<file path="config.mk">
export PLATFORM = sky130hd
export DESIGN_NAME = hamming_decoder_pipe
export DESIGN_NICKNAME = d
export VERILOG_FILES = /design/src/rtl/hamming_pkg.sv /design/src/rtl/hamming_syndrome.sv /design/src/rtl/hamming_decoder_pipe.sv
export SDC_FILE = /design/constraint.sdc
export NUM_CORES = 1
export LEC_CHECK = 0
export ABC_AREA = 1
export CAP_MARGIN = 20
export CORE_UTILIZATION = 58
export DETAILED_ROUTE_END_ITERATION = 16
export DONT_BUFFER_PORTS = 1
export HOLD_SLACK_MARGIN = 0.1
export PLACE_DENSITY_LB_ADDON = 0.2
export SYNTH_ARGS = -nofsm -noshare
export SYNTH_HDL_FRONTEND = slang
export SYNTH_SLANG_ARGS = --single-unit
</file>
<file path="constraint.sdc">
create_clock -name clk -period 2.6 [get_ports clk]
set_input_delay 0.13 -clock clk [delete_from_list [all_inputs] [get_ports clk]]
set_output_delay 0.13 -clock clk [all_outputs]
set_load 0.05 [all_outputs]
</file>
<file path="src/rtl/hamming_pkg.sv">
package hamming_pkg;

  typedef logic [6:0] code_t;
  typedef logic [3:0] data_t;
  typedef logic [2:0] syn_t;

  function automatic syn_t calc_syndrome(input code_t c);
    return {c[3] ^ c[4] ^ c[5] ^ c[6],
            c[1] ^ c[2] ^ c[5] ^ c[6],
            c[0] ^ c[2] ^ c[4] ^ c[6]};
  endfunction

  function automatic data_t extract_data(input code_t c);
    return {c[6], c[5], c[4], c[2]};
  endfunction

endpackage

</file>
<file path="src/rtl/hamming_syndrome.sv">
module hamming_syndrome
  import hamming_pkg::*;
(
  input  logic [6:0] code,
  output logic [2:0] syn
);

  // Stage 0: combinational syndrome of one codeword
  assign syn = calc_syndrome(code);

endmodule

</file>
<file path="src/rtl/hamming_decoder_pipe.sv">
module hamming_decoder_pipe
  import hamming_pkg::*;
#(
  parameter int CNT_W      = 16,
  parameter bit CORRECT_EN = 1'b1
)
(
  input  logic             clk,
  input  logic             rst_n,
  input  logic             in_valid,
  output logic             in_ready,
  input  logic [6:0]       in_code,
  output logic             out_valid,
  input  logic             out_ready,
  output logic [3:0]       out_data,
  output logic             out_err,
  output logic [2:0]       out_syn,
  input  logic             cnt_clr,
  output logic [CNT_W-1:0] err_cnt
);

  function automatic code_t correct_code(input code_t code, input syn_t syn);
    code_t flip;
    flip = '0;
    if (CORRECT_EN && (syn != 3'd0)) flip[syn - 3'd1] = 1'b1;
    return code ^ flip;
  endfunction

  function automatic logic [CNT_W-1:0] sat_inc(input logic [CNT_W-1:0] v);
    return (&v) ? v : v + {{(CNT_W-1){1'b0}}, 1'b1};
  endfunction

  syn_t             syn_p0;
  code_t            code_p1;
  syn_t             syn_p1;
  logic             vld_p1;
  data_t            data_p2;
  logic             err_p2;
  syn_t             syn_p2;
  logic             vld_p2;
  logic [CNT_W-1:0] cnt;
  logic             s1_en;
  logic             s2_en;
  code_t            fixed_p1;

  assign s2_en    = !vld_p2 || out_ready;
  assign s1_en    = !vld_p1 || s2_en;
  assign in_ready = s1_en;

  // Stage 0: syndrome of the incoming codeword
  hamming_syndrome u_syn (
    .code (in_code),
    .syn  (syn_p0)
  );

  // Stage 1: register code and syndrome
  always_ff @(posedge clk or negedge rst_n) begin
    if (!rst_n) begin
      vld_p1  <= 1'b0;
      code_p1 <= '0;
      syn_p1  <= '0;
    end else if (s1_en) begin
      vld_p1 <= in_valid;
      if (in_valid) begin
        code_p1 <= in_code;
        syn_p1  <= syn_p0;
      end
    end
  end

  assign fixed_p1 = correct_code(code_p1, syn_p1);

  // Stage 2: register corrected data and status, drives out_*
  always_ff @(posedge clk or negedge rst_n) begin
    if (!rst_n) begin
      vld_p2  <= 1'b0;
      data_p2 <= '0;
      err_p2  <= 1'b0;
      syn_p2  <= '0;
    end else if (s2_en) begin
      vld_p2 <= vld_p1;
      if (vld_p1) begin
        data_p2 <= extract_data(fixed_p1);
        err_p2  <= (syn_p1 != 3'd0);
        syn_p2  <= syn_p1;
      end
    end
  end

  assign out_valid = vld_p2;
  assign out_data  = data_p2;
  assign out_err   = err_p2;
  assign out_syn   = syn_p2;

  // Output handoff: saturating count of erred words, clear wins
  always_ff @(posedge clk or negedge rst_n) begin
    if (!rst_n) begin
      cnt <= '0;
    end else if (cnt_clr) begin
      cnt <= '0;
    end else if (vld_p2 && out_ready && err_p2) begin
      cnt <= sat_inc(cnt);
    end
  end

  assign err_cnt = cnt;

endmodule

</file>
# After elaboration in Yosys (flattened, before gate mapping)
# Cells that the tools add are included.
# totals
ff_bits	36
inputBits	12
out_inout_bits	26
word_cells	42
# classes
eq_ne	1
bitwise	10
n_reduce_logical	13
magnitude_cmp	2
muxes	6
n_addsub	2
# ops
operator	n
16-bit two-way mux	3
16-bit by 1-bit adder with 16-bit output, second input constant	1
16-bit AND reduction	1
1-bit bitwise XOR	9
7-bit two-way mux	1
7-bit bitwise XOR	1
2-bit AND reduction	3
3-bit by 4-bit < comparator with 1-bit output, second input constant	1
1-bit demux with 3-bit select	1
3-bit by 1-bit >= comparator with 1-bit output, second input constant	1
1-bit logical AND	3
3-bit nonzero test	1
3-bit by 1-bit subtractor with 3-bit output, second input constant	1
1-bit zero test	2
1-bit logical OR	2
2-bit != test, second input constant	1
2-bit nonzero test	1
1-bit two-way mux	1

# Depth between registers and ports, before layout
# depth
word_depth	7
mapped_depth	9
mapped_depth_nobuf	9

# By module
# From an unflattened synthesis, not the netlist that was laid out.
# unflattened
cells_unflattened	272
hier_area_um2	1966.9
# modules_own_cells
mod	n_inst	cells_each	area_per_inst_um2	seq_area_each_um2
hamming_decoder_pipe	1	228	1796.7	825.8
hamming_syndrome	1	44	170.2	0.0

# Least setup slack after synthesis
# OpenSTA, ideal clock, no wires.
# synth_path
kind	register -> register
startpoint	register vld_p2, in the netlist out_valid
endpoint	register syn_p1[1]
path_buffers	0
path_slack_ns	0.622
setup_time_ns	0.127
path_stages_with_launch	6
required_time_ns	2.473
arrival_ns	1.852
period_less_slack_ns	1.978
cell_sequence	dfrtp_1 nand3_1 nand2_1 inv_1 nand3_1 o21ai_0
# synth_via
elab_chain_len	4
# synth_lines
item	line_no	rtl
from (decl)	hamming_decoder_pipe.sv:40	logic vld_p2;
from (signal assigned)	hamming_decoder_pipe.sv:81	vld_p2 <= vld_p1;
1-bit zero test	hamming_decoder_pipe.sv:46	assign s2_en = !vld_p2 || out_ready;
1-bit logical OR	hamming_decoder_pipe.sv:46	
1-bit logical OR	hamming_decoder_pipe.sv:47	assign s1_en = !vld_p1 || s2_en;
net in_ready	hamming_decoder_pipe.sv:11	output logic in_ready,
2-bit AND reduction (no source line)	--	
to (signal assigned)	hamming_decoder_pipe.sv:66	syn_p1 <= syn_p0;
to (decl)	hamming_decoder_pipe.sv:35	syn_t syn_p1;
# The timed path passes the listed nets, and every way through them passes these cells.
# A chain may end at the register's enable or synchronous reset.

# Final worst setup path
# layout_path
startpoint	register cnt[9], in the netlist err_cnt[9]
endpoint	register cnt[8], in the netlist err_cnt[8]
# layout_via
elab_chain_len	3
# layout_lines
item	line_no	rtl
from (decl)	hamming_decoder_pipe.sv:41	logic [CNT_W-1:0] cnt;
from (signal assigned)	hamming_decoder_pipe.sv:102	cnt <= sat_inc(cnt);
16-bit AND reduction	hamming_decoder_pipe.sv:30	return (&v) ? v : v + {{(CNT_W-1){1'b0}}, 1'b1};
2-bit != test (no source line)	--	
2-bit AND reduction (no source line)	--	
# Every way passes these cells.

==> impl_metrics.env <==
export IMPL_slowest_delay_ns=0.75
export IMPL_coreArea_um2=3100
export IMPL_fp_dieW_um=59.8
export IMPL_slew_viol_final=0
export IMPL_drt_iter0_drc=128
export IMPL_startpoint_type="flip-flop"
export IMPL_fin_crit_sh=0.750
export IMPL_r2r_start="err_cnt[9]"
export IMPL_crit_path_max_fanout=25
export IMPL_gp_congestion=0.868
export IMPL_final_area_um2=2290
export IMPL_htree_levels=2
export IMPL_place_hpwl_mm=2.86
export IMPL_num_rows=20
export IMPL_r2r_end="err_cnt[8]"
export IMPL_portBuffers=0
export IMPL_yosys_warnings=0
export IMPL_antenna_left=0
export IMPL_placed_cell_area_um2=2090
export IMPL_grt_pass1_vias=1579
export IMPL_fin_nets=304
export IMPL_drc=0
export IMPL_final_cells=334
export IMPL_io_pins=38
export IMPL_crit_path_end="err_cnt[8]"
export IMPL_ff2ff_path_depth=8
export IMPL_gr_total_overflow=0
export IMPL_leakage_nw=1.11
export IMPL_fmax_mhz=513
export IMPL_slew_headroom=0.594
export IMPL_path_common_cell="nand2_1"
export IMPL_nFillCells=258
export IMPL_n_antenna_cell=0
export IMPL_maxCapViolations=0
export IMPL_clock_sinks=33
export IMPL_drt_pass1_iterations=4
export IMPL_min_path_cells=3
export IMPL_grt_pass1_wl_mm=6.76
export IMPL_wirelength_mm=4.15
export IMPL_root_buffer="clkbuf_4"
export IMPL_area_delta_synth_final_pct=18.0
export IMPL_ys_ff_latch=33
export IMPL_powerDensity_nw_per_um2=676
export IMPL_worstPathCellList="nand2_2, nor2_4, and2_1, nand3_2, nand2_4, inv_1, nand2_1, nand2_1"
export IMPL_cts_buffer_depth=2
export IMPL_critPathKind="flip-flop to flip-flop"
export IMPL_hp_class="input port to flip-flop"
export IMPL_status="completed"
export IMPL_cts_tree="built"
export IMPL_synthesis_nets=272
export IMPL_avgSynthCellArea_um2=7.55
export IMPL_period_minus_slack_ns=1.95
export IMPL_vdd_drop_max_mv=0.781
export IMPL_netlist_cell_type_count=23
export IMPL_vias=1717
export IMPL_critPathSlowestCell="dfrtp_1"
export IMPL_syn_area_um2=1940
export IMPL_seq_area_frac_synth=0.426
export IMPL_die_height_um=59.8
export IMPL_synth_cells=257
export IMPL_dieArea_um2=3580
export IMPL_worstSkewPairLatency_ns=0.35
export IMPL_final_layout_size_suffix_gt1_frac=0.159
export IMPL_worst_setup_path_end_kind="flip-flop"
export IMPL_rsz0062_at_grt="no"
export IMPL_grtUsageTotal=0.263
export IMPL_hold_viol_final=0
export IMPL_worst_r2r_setup_slack_ns=0.65
export IMPL_worst_pin_slew_ns=0.609
export IMPL_cts_buffers=5
export IMPL_setup_tns_ns=0
export IMPL_cts_repair_resized=0
export IMPL_clkSlewWorstSetupHoldPaths_ns=0.11
export IMPL_grt_max_degree=34
export IMPL_wl_per_cell_um=12.4
export IMPL_antenna_found_initial=0
export IMPL_initial_core_util=0.625
export IMPL_vias_per_cell=5.14
export IMPL_placedCellCount=314
export IMPL_setup_viol=0
export IMPL_hold_ws_ns=0.110
export IMPL_cp_required_ns=2.85
export IMPL_crit_path_start="err_cnt[9]"
export IMPL_arrival_ns=2.20
export IMPL_skew_ns=0.0110
Yosys cell counts:
cell type / instances / area [um2]
buf_8: 1 / 15.0
a21oi_1: 2 / 10.0
or2_2: 1 / 6.26
ha_1: 3 / 37.5
nor2_2: 3 / 18.8
dfrtp_1: 33 / 826
buf_6: 1 / 11.3
nor2_1: 24 / 90.1
nand3_2: 1 / 10.0
nand3_1: 24 / 120
and2_1: 1 / 6.26
nand4_1: 5 / 31.3
o211ai_1: 1 / 7.51
inv_1: 24 / 90.1
xnor2_1: 6 / 52.6
nand2_4: 1 / 11.3
nor2_4: 1 / 11.3
nand2_1: 90 / 338
xor2_1: 8 / 70.1
clkbuf_1: 2 / 7.51
nand2_2: 2 / 12.5
o21ai_2: 11 / 96.3
o21ai_0: 12 / 60.1
critical path: cells and delay by family (launching register included):
family	cells	cell delay (ns)
AND/OR/NAND/NOR	7	0.99
flip-flops	1	0.75
buffers and inverters	1	0.10
registers in the layout (all words and copies together) (netlist names):
register	cells
err_cnt	16
syn_p1	3
out_err	1
code_p1	4
out_valid	1
out_data	4
vld_p1	1
out_syn	3
kinds of logic (layout without fill, tap and decap cells):
kind of cell	after synthesis	after routing	synth area share
simple gates	153	153	0.338
flops	33	33	0.426
fa+ha+maj	3	3	0.0194
xor+xnor	14	14	0.0632
compound gates	26	26	0.0897
buf+inv	28	61	0.0639
how the worst min path moves through the flow:
| stage | from | slack (ns) | to |
|---|---|---|---|
| 2_1_floorplan | rst_n | -0.17 | code_p1[2] |
| 3_3_place_gp | rst_n | -0.16 | err_cnt[2] |
| 3_5_place_dp | rst_n | -0.16 | err_cnt[3] |
| 4_1_cts | cnt_clr | 0.10 | err_cnt[9] |
| 5_1_grt | cnt_clr | 0.12 | err_cnt[13] |
| 6_report | in_code[4] | 0.11 | syn_p1[2] |
repair_timing:
item | 4_1_cts | 5_1_grt
setup buffers | 0 | 0
hold endpoints to repair | 44 | 0
hold buffers | 12 | 0
power breakdown:
part / switching, W / internal [W] / leakage [nW]
clock: 0.000186 / 0.000157 / 0.0413
sequential: 0.000234 / 0.000593 / 0.429
combinational: 0.000250 / 0.000128 / 0.639
total: 0.000670 / 0.000878 / 1.11
layout make-up:
class / count / area, um2 / area share
flip-flops and latches: 33 / 826 / 0.361
repair buffers: 29 / 258 / 0.113
clock inverters: 1 / 5.00 / 0.00219
clock buffers: 7 / 65.1 / 0.0284
multi-input cells: 196 / 990 / 0.432
well taps: 44 / 55.1 / 0.0241
inverters: 24 / 90.1 / 0.0394
layout by cell type (no fill, tap or decap), drive strengths merged, types with 6 or more instances in the layout:
master / netlist / routed
buf: 2 / 18
clkbuf: 2 / 7
dfrtp: 33 / 33
dlygate4sd3: 0 / 11
inv: 24 / 24
nand2: 93 / 93
nand3: 25 / 25
nor2: 28 / 28
o21ai: 23 / 23
xnor2: 6 / 6
xor2: 8 / 8
routing by layer:
metal	global-route usage	routed length, um
met1	0.285	1720
met2	0.463	2140
met3	0.0801	182
met4	0.123	109
met5	0	0
per-stage QoR:
| stage | utilization | power, W | setup slack [ns] |
|---|---|---|---|
| 6_report | 0.738 | 0.00155 | 0.650 |
| 5_1_grt | 0.738 | 0.00163 | 0.524 |
| 2_1_floorplan | - | 0.00111 | 0.622 |
| 3_5_place_dp | 0.673 | 0.00119 | 0.690 |
| 3_3_place_gp | 0.673 | 0.00118 | 0.717 |
| 4_1_cts | 0.738 | 0.00156 | 0.649 |
No activity file was read; power rests on OpenSTA's default activity.
